==> config.mk <==
export PLATFORM = sky130hd
export DESIGN_NAME = load_store_unit_flat
export DESIGN_NICKNAME = d
export VERILOG_FILES = /design/src/rtl/load_store_unit_if.sv /design/src/rtl/load_store_unit.sv /design/src/flat_wrapper.sv
export SDC_FILE = /design/constraint.sdc
export NUM_CORES = 1
export LEC_CHECK = 0
export ABC_AREA = 1
export BUFFER_PORTS_ARGS = -buffer_cell sky130_fd_sc_hd__buf_4
export CELL_PAD_IN_SITES_DETAIL_PLACEMENT = 1
export CELL_PAD_IN_SITES_GLOBAL_PLACEMENT = 1
export CORE_ASPECT_RATIO = 1.5
export CORE_UTILIZATION = 31
export DETAILED_ROUTE_END_ITERATION = 10
export GPL_TIMING_DRIVEN = 0
export HOLD_SLACK_MARGIN = 0.06
export PLACE_DENSITY = 0.76
export SETUP_SLACK_MARGIN = 0.02
export SLEW_MARGIN = 20
export SYNTH_ARGS = -nofsm -noshare
export SYNTH_HDL_FRONTEND = slang
export SYNTH_SLANG_ARGS = --single-unit
==> constraint.sdc <==
create_clock -name clk -period 3.4 [get_ports clk]
set_clock_uncertainty 0.2 [all_clocks]
set_input_delay 0 -clock clk [delete_from_list [all_inputs] [get_ports clk]]
set_output_delay 0 -clock clk [all_outputs]
set_load 0.02 [all_outputs]
==> src/rtl/load_store_unit_if.sv <==
`default_nettype none
// ============================================================================
//  Module   : load_store_unit_if
//  Purpose  : Word-oriented memory bus between the load/store unit and the
//             data memory.
//  Signals  : mem_req   - access request, held for the whole access
//             mem_we    - write enable (store)
//             mem_addr  - word-aligned byte address
//             mem_wdata - lane-replicated write data
//             mem_be    - byte enables
//             mem_rdata - read data, valid while mem_ack is high
//             mem_ack   - access completion
//  Modports : master - the load/store unit
//             slave  - the memory
//  Revision : 1.0 - initial release
// ============================================================================
interface load_store_unit_if;
  logic        mem_req;
  logic        mem_we;
  logic [31:0] mem_addr;
  logic [31:0] mem_wdata;
  logic [3:0]  mem_be;
  logic [31:0] mem_rdata;
  logic        mem_ack;

  modport master (
    output mem_req, mem_we, mem_addr, mem_wdata, mem_be,
    input  mem_rdata, mem_ack
  );

  modport slave (
    input  mem_req, mem_we, mem_addr, mem_wdata, mem_be,
    output mem_rdata, mem_ack
  );
endinterface
`default_nettype wire

==> src/rtl/load_store_unit.sv <==
`default_nettype none
// ============================================================================
//  Module   : load_store_unit
//  Purpose  : RV32I load/store unit. Accepts one request at a time, checks
//             funct3 and alignment, runs a single memory access with an
//             ack timeout and formats load results.
//  Ports    : clk, rst          - clock, asynchronous active-high reset
//             start             - request strobe (sampled in IDLE only)
//             is_load/is_store  - request direction (exactly one must be set)
//             funct3            - access size / sign
//             addr              - byte address
//             store_data        - rs2 value for stores
//             busy              - unit is not idle
//             done              - one-cycle completion pulse
//             fault             - one-cycle error pulse, coincident with done
//             load_data         - formatted result of the last good load
//             mem               - memory bus (master side)
//  Revision : 1.0 - initial release
// ============================================================================
module load_store_unit #(
  parameter int TIMEOUT = 16
) (
  input  wire logic        clk,
  input  wire logic        rst,
  input  wire logic        start,
  input  wire logic        is_load,
  input  wire logic        is_store,
  input  wire logic [2:0]  funct3,
  input  wire logic [31:0] addr,
  input  wire logic [31:0] store_data,
  output logic             busy,
  output logic             done,
  output logic             fault,
  output logic [31:0]      load_data,
  load_store_unit_if.master mem
);

  // Counter holds 0 .. TIMEOUT-1; one spare bit keeps TIMEOUT=1 legal.
  localparam int CNT_W = $clog2(TIMEOUT + 1);

  typedef enum logic [1:0] {
    IDLE = 2'd0,
    WAIT = 2'd1,
    DONE = 2'd2,
    ERR  = 2'd3
  } state_t;

  state_t           state_q, state_d;
  logic [CNT_W-1:0] cnt_q, cnt_d;
  logic [31:0]      addr_q, addr_d;
  logic [31:0]      wdata_q, wdata_d;
  logic [3:0]       be_q, be_d;
  logic             we_q, we_d;
  logic [2:0]       funct3_q, funct3_d;
  logic [1:0]       lane_q, lane_d;
  logic [31:0]      load_data_q, load_data_d;

  // --------------------------------------------------------------------------
  // Request decode (operates on the live request inputs while in IDLE)
  // --------------------------------------------------------------------------
  logic        accept;
  logic        legal_f3;
  logic        aligned;
  logic        legal;
  logic [3:0]  req_be;
  logic [31:0] req_wdata;

  // Exactly one direction must be set; both or neither is not a request.
  assign accept = start & (is_load ^ is_store);

  always_comb begin
    legal_f3 = 1'b0;
    if (is_load) begin
      legal_f3 = funct3 inside {3'b000, 3'b001, 3'b010, 3'b100, 3'b101};
    end else begin
      legal_f3 = funct3 inside {3'b000, 3'b001, 3'b010};
    end
  end

  always_comb begin
    aligned   = 1'b1;
    req_be    = 4'b1111;
    req_wdata = store_data;
    case (funct3[1:0])
      2'b00: begin
        req_be    = 4'b0001 << addr[1:0];
        req_wdata = {4{store_data[7:0]}};
      end
      2'b01: begin
        aligned   = ~addr[0];
        req_be    = 4'b0011 << addr[1:0];
        req_wdata = {2{store_data[15:0]}};
      end
      default: begin
        aligned   = (addr[1:0] == 2'b00);
        req_be    = 4'b1111;
        req_wdata = store_data;
      end
    endcase
  end

  assign legal = legal_f3 & aligned;

  // --------------------------------------------------------------------------
  // Load formatting: bring the addressed lane down to bit 0, then extend
  // --------------------------------------------------------------------------
  logic [31:0] lane_data;
  logic [31:0] fmt_data;

  always_comb begin
    lane_data = mem.mem_rdata;
    case (lane_q)
      2'd0:    lane_data = mem.mem_rdata;
      2'd1:    lane_data = {8'h00,  mem.mem_rdata[31:8]};
      2'd2:    lane_data = {16'h0000, mem.mem_rdata[31:16]};
      default: lane_data = {24'h000000, mem.mem_rdata[31:24]};
    endcase
  end

  always_comb begin
    fmt_data = lane_data;
    case (funct3_q)
      3'b000:  fmt_data = {{24{lane_data[7]}}, lane_data[7:0]};
      3'b001:  fmt_data = {{16{lane_data[15]}}, lane_data[15:0]};
      3'b100:  fmt_data = {24'h000000, lane_data[7:0]};
      3'b101:  fmt_data = {16'h0000, lane_data[15:0]};
      default: fmt_data = mem.mem_rdata;
    endcase
  end

  // --------------------------------------------------------------------------
  // State register
  // --------------------------------------------------------------------------
  always_ff @(posedge clk or posedge rst) begin
    if (rst) begin
      state_q     <= IDLE;
      cnt_q       <= '0;
      addr_q      <= '0;
      wdata_q     <= '0;
      be_q        <= 4'b0000;
      we_q        <= 1'b0;
      funct3_q    <= 3'b000;
      lane_q      <= 2'b00;
      load_data_q <= '0;
    end else begin
      state_q     <= state_d;
      cnt_q       <= cnt_d;
      addr_q      <= addr_d;
      wdata_q     <= wdata_d;
      be_q        <= be_d;
      we_q        <= we_d;
      funct3_q    <= funct3_d;
      lane_q      <= lane_d;
      load_data_q <= load_data_d;
    end
  end

  // --------------------------------------------------------------------------
  // Next-state and output logic
  // --------------------------------------------------------------------------
  always_comb begin
    state_d     = state_q;
    cnt_d       = cnt_q;
    addr_d      = addr_q;
    wdata_d     = wdata_q;
    be_d        = be_q;
    we_d        = we_q;
    funct3_d    = funct3_q;
    lane_d      = lane_q;
    load_data_d = load_data_q;
    done        = 1'b0;
    fault       = 1'b0;

    case (state_q)
      IDLE: begin
        if (accept) begin
          addr_d   = {addr[31:2], 2'b00};
          wdata_d  = req_wdata;
          be_d     = req_be;
          we_d     = is_store;
          funct3_d = funct3;
          lane_d   = addr[1:0];
          cnt_d    = '0;
          // Bad requests go straight to ERR and never touch the bus.
          state_d  = legal ? WAIT : ERR;
        end
      end
      WAIT: begin
        // The ack is checked before the timeout so an ack in the last
        // allowed cycle still completes normally.
        if (mem.mem_ack) begin
          state_d = DONE;
          if (!we_q) begin
            load_data_d = fmt_data;
          end
        end else if (cnt_q == CNT_W'(TIMEOUT - 1)) begin
          state_d = ERR;
        end else begin
          cnt_d = cnt_q + CNT_W'(1);
        end
      end
      DONE: begin
        done    = 1'b1;
        state_d = IDLE;
      end
      default: begin
        done    = 1'b1;
        fault   = 1'b1;
        state_d = IDLE;
      end
    endcase
  end

  // Request and write enable are decoded from the state register so an
  // asynchronous reset drops them immediately.
  assign busy          = (state_q != IDLE);
  assign load_data     = load_data_q;
  assign mem.mem_req   = (state_q == WAIT);
  assign mem.mem_we    = (state_q == WAIT) & we_q;
  assign mem.mem_addr  = addr_q;
  assign mem.mem_wdata = wdata_q;
  assign mem.mem_be    = be_q;

endmodule
`default_nettype wire
==> src/flat_wrapper.sv <==
// flat-port wrapper written by rule: the top's interface ports become plain ports
module load_store_unit_flat 
#(
  parameter int TIMEOUT = 16
)
  (clk, rst, start, is_load, is_store, funct3, addr, store_data, busy, done, fault, load_data, mem_mem_req, mem_mem_we, mem_mem_addr, mem_mem_wdata, mem_mem_be, mem_mem_rdata, mem_mem_ack);
  load_store_unit_if mem_i ();
  input  wire logic clk;
  input  wire logic rst;
  input  wire logic start;
  input  wire logic is_load;
  input  wire logic is_store;
  input  wire logic [2:0] funct3;
  input  wire logic [31:0] addr;
  input  wire logic [31:0] store_data;
  output logic busy;
  output logic done;
  output logic fault;
  output logic [31:0] load_data;
  output wire logic [$bits(mem_i.mem_req)-1:0] mem_mem_req;
  output wire logic [$bits(mem_i.mem_we)-1:0] mem_mem_we;
  output wire logic [$bits(mem_i.mem_addr)-1:0] mem_mem_addr;
  output wire logic [$bits(mem_i.mem_wdata)-1:0] mem_mem_wdata;
  output wire logic [$bits(mem_i.mem_be)-1:0] mem_mem_be;
  input wire logic [$bits(mem_i.mem_rdata)-1:0] mem_mem_rdata;
  input wire logic [$bits(mem_i.mem_ack)-1:0] mem_mem_ack;
  assign mem_mem_req = mem_i.mem_req;
  assign mem_mem_we = mem_i.mem_we;
  assign mem_mem_addr = mem_i.mem_addr;
  assign mem_mem_wdata = mem_i.mem_wdata;
  assign mem_mem_be = mem_i.mem_be;
  assign mem_i.mem_rdata = mem_mem_rdata;
  assign mem_i.mem_ack = mem_mem_ack;
  load_store_unit #(.TIMEOUT(TIMEOUT)) u_core (.clk(clk), .rst(rst), .start(start), .is_load(is_load), .is_store(is_store), .funct3(funct3), .addr(addr), .store_data(store_data), .busy(busy), .done(done), .fault(fault), .load_data(load_data), .mem(mem_i));
endmodule
==> flow_summary.yaml, run 1 <==
drt:
  drt_iter0_drc: 239
  drtPass1Iterations: 4
  routed_via_density: 4.880
  wl_um: 22770
  dr_total_vias: 6154
  ant_nets: 0
  route.detailed.drc: 0
  routedWlPerCell_um: 18.06
power:
  switching_share_pct: 42.10
  power.share.clock_pct: 17.0
  internal-power_mw: 3.925
  combPwrFrac_pct: 50.4
  p_leak_nw: 4.532
  ir_drop_mv: 0.3902
  cellPowerDensity_nw_per_um2: 755.1
  p_switching_mw: 2.854
  power_frac_seq_pct: 32.5
  total_power_mw: 6.779
global_route:
  antenna_found_initial: 1
  gr-usage-all-layers_pct: 26.05
  grt_pass1_wl_um: 35470
  grt_pass1_vias: 6912
  grt_max_degree: 60
  grt-ovfl-total: 0
floorplanning:
  core_area_um2: 17270
  num_rows: 59
  initial_core_util_pct: 31.49
  boundaryPins: 210
  die_x_um: 110.2
  die_h_um: 164.2
  die-area_um2: 18090
critical_path:
  crit_path_frequent_cell: "dlygate4sd3_1"
  cp-startpoint: "funct3[1]"
  arrival_ns: 2.55
  r2r_start: "u_core.state_q[1]"
  crit_path_end_kind: "flop"
  critPathLaunchType: "primary input"
  rrSetupSlack_ns: 1.04
  path_cells: "dlygate4sd3_1 -> buf_4 -> inv_1 -> nand2_1 -> clkinv_1 -> nand3_1 -> dlygate4sd3_1 -> a31oi_1 -> dlygate4sd3_1"
  crit_end: "u_core.mem.mem_be[2]"
  required_ns: 3.43
  max_stage_delay_ns: 0.58
  reg2reg_to: "u_core.load_data[9]"
  critPathKind: "primary input to flop"
  reg2regPathDepth: 8
  worstPathMaxFanout: 9
  cp_slowest_cell: "dlygate4sd3_1"
clock_network:
  root_buffer: "clkbuf_16"
  insertion_delay_ns: 0.35
  numCtsBuffers: 9
  h-tree-depth: 3
  cts_setup_buffers: 0
  cts_tree: "done"
  clk_pin_slew_ns: 0.08
  cts_buffer_depth: 2
  clock_sinks: 111
layout:
  final_cell_area_um2: 8977
  area_delta_synth_final_pct: 65.02
  final_core_util_pct: 51.97
  layout-drive-gt1-share_pct: 27.41
  nets: 1149
  instances_no_fill: 1261
  n_fill_cell: 2074
timing:
  setup_tns_ns: 0
  final-max-slew-violation-count: 0
  worst_slack_ns: 0.8835
  relSlewSlack_pct: 60.00
  worst_hold_slack_ns: 0.05786
  hold_violations: 0
  rsz0062_at_grt: "false"
  period_needed_ns: 2.516
  setup_viol: 0
  fmax_mhz: 397.4
  worst_slew_pin_slew_ns: 0.6000
  fin_crit_sh_pct: 74.01
logic_synthesis:
  synth_seq_area_share_pct: 51.06
  synth_edf_count: 0
  synthCells: 686
  synth_area_um2: 5440
  synth-main-ff-cell: "dfrtp_1"
  synthArstFlopShare_pct: 100.0
  yosys_warnings: 0
  synth.distinct_cells: 35
  synth_seq_cells: 111
  avgSynthCellArea_um2: 7.930
place:
  hpwl_um: 14410
  gp_congestion: 0.8859
  placed_cells: 1108
  place_area_um2: 7297
  portBuffers: 207
  place_ws_ns: 1.266
flow_run:
  maxCapViolCount: 0
hold_path:
  min_path_type: "primary input to async pin"
run_status:
  status: "completed"
-- worst max-delay path: cells and delay by family --
family,cells,cell delay (ns)
and+or+nand+nor,2,0.25
buffers and inverters,6,2.20
AOI/OAI and AO/OA,1,0.09
-- worst min-delay path by stage --
| stage | cells past startpoint | start | end | slack, ns |
|---|---|---|---|---|
| 2_1_floorplan | 1 | mem_mem_ack | u_core.state_q[0] | -0.09 |
| 3_3_place_gp | 3 | addr[30] | u_core.mem.mem_addr[30] | -0.006 |
| 3_5_place_dp | 2 | rst | u_core.load_data[0] | -0.10 |
| 4_1_cts | 3 | rst | u_core.mem.mem_addr[2] | 0.07 |
| 5_1_grt | 3 | rst | u_core.load_data[0] | 0.1 |
| 6_report | 3 | rst | u_core.load_data[0] | 0.06 |
-- synth_stat cells, types with 4 or more instances --
library cell	number	share of area, %
dfrtp_1	111	51
clkbuf_1	9	0.62
nor2_1	59	4.1
a21oi_1	78	7.2
a31oi_1	7	0.80
nand3_1	39	3.6
buf_4	4	0.55
inv_1	30	2.1
nand2_1	238	16
nand3_2	4	0.74
or2_2	12	1.4
o21ai_0	34	3.1
or2_1	5	0.57
buf_6	6	1.2
buf_2	18	1.7
-- layout make-up --
class                      instances  area, µm²  area share (%)
inverter                          35      138.9           1.547
clock inverter                     6      77.57          0.8641
multi-input combinational        502       2291           25.52
tap                              213      266.5           2.969
sequential                       111       2778           30.94
antenna                            1      2.502         0.02787
buffer                            39      241.5           2.690
timing repair buffer             344       2943           32.78
clock buffer                      10      239.0           2.662
-- power groups by stage --
stage | registers [mW] | logic [mW] | clock network [mW]
6_report | 2.21 | 3.42 | 1.16
5_1_grt | 2.28 | 3.73 | 1.22
4_1_cts | 2.19 | 3.37 | 1.18
3_5_place_dp | 2.21 | 3.12 | 0
3_3_place_gp | 2.19 | 3.07 | 0
2_1_floorplan | 2.79 | 1.17 | 0
-- sequential cells by signal, summed over array words and instances, names as in the netlist --
register,cells
u_core.mem.mem_be,4
u_core.we_q,1
u_core.funct3_q,3
u_core.mem.mem_wdata,32
u_core.state_q,2
u_core.load_data,32
u_core.cnt_q,5
u_core.lane_q,2
u_core.mem.mem_addr,30
-- per-layer routing --
metal / share of wire, % / wire length [µm] / GRT usage, %
met1: 36 / 8183 / 26.61
met2: 55 / 12630 / 49.94
met3: 4.8 / 1100 / 5.317
met4: 3.8 / 860 / 10.89
met5: 0 / 0 / 0
-- logic make-up (layout without fill, tap and decap cells) --
group,count (synthesis),after routing,share of synthesized area (%)
AO/OA/AOI/OAI,128,128,12.40
adder cells (fa/ha/maj),2,2,0.4599
buffers and inverters,74,434,6.900
flip-flops,111,111,51.06
other,1,3,0.06893
AND/OR/NAND/NOR,370,370,29.12
-- placed cells by master (no fill, tap or decap), types with 2 or more instances in the layout --
cell and count:
nand2_1 238, buf_4 211, dlygate4sd3_1 136, dfrtp_1 111, a21oi_1 78, nor2_1 59, nand3_1 39, o21ai_0 34
inv_1 29, buf_2 18, or2_2 12, clkbuf_1 9, clkbuf_16 9, a31oi_1 7, buf_6 6, or2_1 5
nand3_2 4, inv_6 4, inv_2 3, nand2_4 3, nor3_1 3, a21oi_2 3, a22oi_1 3, nor2_4 2
ha_1 2, conb_1 2
-- timing repair --
item | CTS | global route
gates resized for setup | 0 | 0
hold endpoints to repair | 221 | 0
hold buffers | 136 | 0
Note: power is estimated with default switching activity, not from simulation.
==> inputs of run 2 (changes only) <==
--- a/config.mk
+++ b/config.mk
@@ -5,12 +5,12 @@
 export SDC_FILE = /design/constraint.sdc
 export NUM_CORES = 1
 export LEC_CHECK = 0
-export ABC_AREA = 1
+export ABC_AREA = 0
 export BUFFER_PORTS_ARGS = -buffer_cell sky130_fd_sc_hd__buf_4
 export CELL_PAD_IN_SITES_DETAIL_PLACEMENT = 1
 export CELL_PAD_IN_SITES_GLOBAL_PLACEMENT = 1
 export CORE_ASPECT_RATIO = 1.5
-export CORE_UTILIZATION = 31
+export CORE_UTILIZATION = 33
 export DETAILED_ROUTE_END_ITERATION = 10
 export GPL_TIMING_DRIVEN = 0
 export HOLD_SLACK_MARGIN = 0.06
==> constraint.sdc (replaced) <==
create_clock -name clk -period 2.14 [get_ports clk]
set_clock_uncertainty 0.2 [all_clocks]
set_input_delay 0 -clock clk [delete_from_list [all_inputs] [get_ports clk]]
set_output_delay 0 -clock clk [all_outputs]
set_load 0.02 [all_outputs]
==> run 2 against run 1 <==
Effect of this change:
- sequential share of layout area up 1.1 points
- utilization up 3.0 points
- largest cell class unchanged
- critical path type unchanged
- wire length shrank 3.8%
- design area fell by 3.5%
- synthesized area decreased by 1.6%
- register-to-register slack worse by 0.94 ns
- combinational power grew 55%
- clock power rose by 47%
- largest power group unchanged
- cell count decreased by 18%
- hold slack improved by 0.0038 ns
- sequential cell count stayed put
- die area decreased by 7.4%
==> flow_summary.yaml, run 2 <==
timing:
  period_needed_ns: 2.077
  worst_slack_ns: 0.06282
  rsz0062_at_grt: "true"
  worst_hold_slack_ns: 0.06167
  worst_slew_pin_slew_ns: 0.5160
  fmax_mhz: 481.4
  relSlewSlack_pct: 65.48
  final-max-slew-violation-count: 0
  hold_violations: 0
  fin_crit_sh_pct: 97.06
  setup_viol: 0
drt:
  dr_total_vias: 5343
  drt_iter0_drc: 144
  route.detailed.drc: 0
  wl_um: 21900
  drtPass1Iterations: 4
  routedWlPerCell_um: 21.20
  ant_nets: 0
  routed_via_density: 5.172
logic_synthesis:
  synth.area.mux_share_pct: 15.56
  synthCells: 492
  yosys_warnings: 0
  yosys-top-cells-area: "dfrtp_1 (52%), mux2_2 (8.4%), mux2i_1 (5.0%)"
  yosys.area_share.simple_pct: 14.91
  yosys.area.top_type: "dfrtp_1"
  synthArstFlopShare_pct: 100.0
  synth_seq_area_share_pct: 51.87
  synth.most_common_cell: "dfrtp_1"
  synth_compound_area_share_pct: 11.52
  synth_area_um2: 5355
  synth_edf_count: 0
  synth_top_family_by_area: "multiplexers"
  yosys-top-cells-count: "dfrtp_1 (111), nand2_1 (54), mux2_2 (40)"
  synth_top_cell_area_share_pct: 51.87
  synthAdderAreaFrac_pct: 0.4673
  avgSynthCellArea_um2: 10.88
  synth_seq_cells: 111
  synth-main-ff-cell: "dfrtp_1"
  synth.distinct_cells: 48
  synth-xor-area-share_pct: 0.4907
floorplanning:
  die_h_um: 158.0
  die_x_um: 106.0
  die-area_um2: 16750
  num_rows: 56
  initial_core_util_pct: 33.97
  core_area_um2: 15770
  boundaryPins: 210
global_route:
  grt_max_degree: 35
  grt_pass1_wl_um: 33780
  grtUsageMet3_pct: 4.487
  grt_pass1_vias: 6197
  use_met1_pct: 27.16
  grt-ovfl-total: 0
  antenna_found_initial: 0
  gr-usage-all-layers_pct: 26.63
  busiest_layer: "met2"
  met2_usage_pct: 51.88
critical_path:
  reg2reg_to: "u_core.cnt_q[3]"
  reg2regPathDepth: 7
  cp-startpoint: "funct3[0]"
  arrival_ns: 2.09
  worstPathMaxFanout: 10
  rrSetupSlack_ns: 0.10
  r2r_start: "u_core.cnt_q[0]"
  critPathLaunchType: "primary input"
  crit_path_end_kind: "flop"
  path_cells: "dlygate4sd3_1 -> buf_2 -> buf_6 -> mux2i_1 -> nor2_1 -> a21oi_1 -> dlygate4sd3_1 -> o21ai_0"
  cp_slowest_cell: "dlygate4sd3_1"
  max_stage_delay_ns: 0.61
  crit_path_frequent_cell: "dlygate4sd3_1"
  required_ns: 2.15
  critPathKind: "primary input to flop"
place:
  gp_congestion: 0.8937
  placed_cells: 904
  hpwl_um: 14220
  place_area_um2: 7216
  portBuffers: 205
  place_ws_ns: 0.03316
hold_path:
  whs_path_depth: 4
  min_path_type: "primary input to flop"
  worstHoldStart: "start"
  hold_path_end: "u_core.mem.mem_be[2]"
layout:
  antennaDiodeCount: 0
  final_common_cell: "buf_4"
  multi_input_area_um2: 2321
  area_delta_synth_final_pct: 61.82
  final_cell_area_um2: 8666
  n_fill_cell: 1727
  layout-drive-gt1-share_pct: 38.55
  regArea_um2: 2778
  instances_no_fill: 1033
  nets: 932
  layout_common_cells: "buf_4 (210), dlygate4sd3_1 (111), dfrtp_1 (111), nand2_1 (54), mux2_2 (40)"
flow_run:
  maxCapViolCount: 0
clock_network:
  numCtsBuffers: 9
  cts_buffer_depth: 2
  cts_tree: "done"
  clock_sinks: 111
  h-tree-depth: 3
  clk_pin_slew_ns: 0.08
  insertion_delay_ns: 0.35
  root_buffer: "clkbuf_16"
run_status:
  status: "completed"
power:
  cellPowerDensity_nw_per_um2: 1231
  p_leak_nw: 4.147
  total_power_mw: 10.67
  ir_drop_mv: 0.6468
  power_frac_seq_pct: 34.2
  power.share.clock_pct: 16.0
  internal-power_mw: 6.212
  switching_share_pct: 41.77
  p_switching_mw: 4.456
  combPwrFrac_pct: 49.8
==> run 2: changes by cell type after synthesis, moves of 9 or more <==
cell / delta
mux2i_1: +27
inv_1: -25
or2_2: -12
and2_1: +9
mux2_2: +40
nand2_1: -184
nand3_1: -14
nor2_1: -27
a21oi_1: -43
==> run 2: metrics by stage <==
stage	utilization, %	setup TNS (ns)
5_1_grt	54.97	-0.007832
4_1_cts	54.80	0
3_5_place_dp	45.77	0
2_1_floorplan	-	0
3_3_place_gp	45.39	-14.81
6_report	54.97	0
==> run 2: routing by layer <==
metal	vias to the layer above	wire length, µm
met5	-	0
met4	0	961
met3	62	1048
met2	236	12190
met1	2671	7701
li1	2374	-
==> run 2: layout make-up <==
cell class                 instances  area share (%)
sequential                       111           32.05
timing repair buffer             321           31.45
multi-input combinational        338           26.78
buffer                            39           3.018
tap                              203           2.931
clock buffer                       9           2.599
clock inverter                     7          0.9096
inverter                           5          0.2599
==> run 2: power groups by stage <==
stage / Combinational [mW] / Sequential (mW) / Clock (mW)
after CTS: 5.18 / 3.59 / 1.77
after detailed placement: 5.00 / 3.63 / 0
after global routing: 5.64 / 3.75 / 1.84
after global placement: 4.82 / 3.57 / 0
after floorplan: 1.78 / 4.57 / 0
final: 5.31 / 3.65 / 1.71
==> run 2: worst max-delay path by stage <==
| stage | end | slack [ns] | cells after the start |
|---|---|---|---|
| 6_report | u_core.mem.mem_wdata[28] | 0.06 | 8 |
| 4_1_cts | u_core.cnt_q[3] | 0.05 | 7 |
| 3_5_place_dp | u_core.cnt_q[3] | 0.03 | 7 |
| 2_1_floorplan | u_core.cnt_q[3] | 0.18 | 7 |
| 3_3_place_gp | u_core.mem.mem_addr[23] | -0.14 | 2 |
| 5_1_grt | u_core.mem.mem_wdata[9] | -0.008 | 6 |
==> run 2: cell families (layout without fill, tap and decap cells) <==
group	count (synthesis)	count (layout)
XOR/XNOR	3	3
buffers and inverters	44	381
multiplexers	74	74
flip-flops	111	111
AND/OR/NAND/NOR	151	151
other	1	2
AO/OA/AOI/OAI	106	106
adder cells (fa/ha/maj)	2	2
==> run 2: repair_timing <==
action	CTS	global route
gates resized for setup	1	5
buffers inserted	0	2
endpoints found under the hold margin	220	0
setup endpoints to repair	1	6
pin swaps	0	2
hold buffers	111	0
==> run 2: worst max-delay path, delay by kind of cell <==
kind,cells,cell delay (ns)
AO/OA/AOI/OAI,2,0.28
buffers and inverters,4,1.53
multiplexers,1,0.19
AND/OR/NAND/NOR,1,0.07
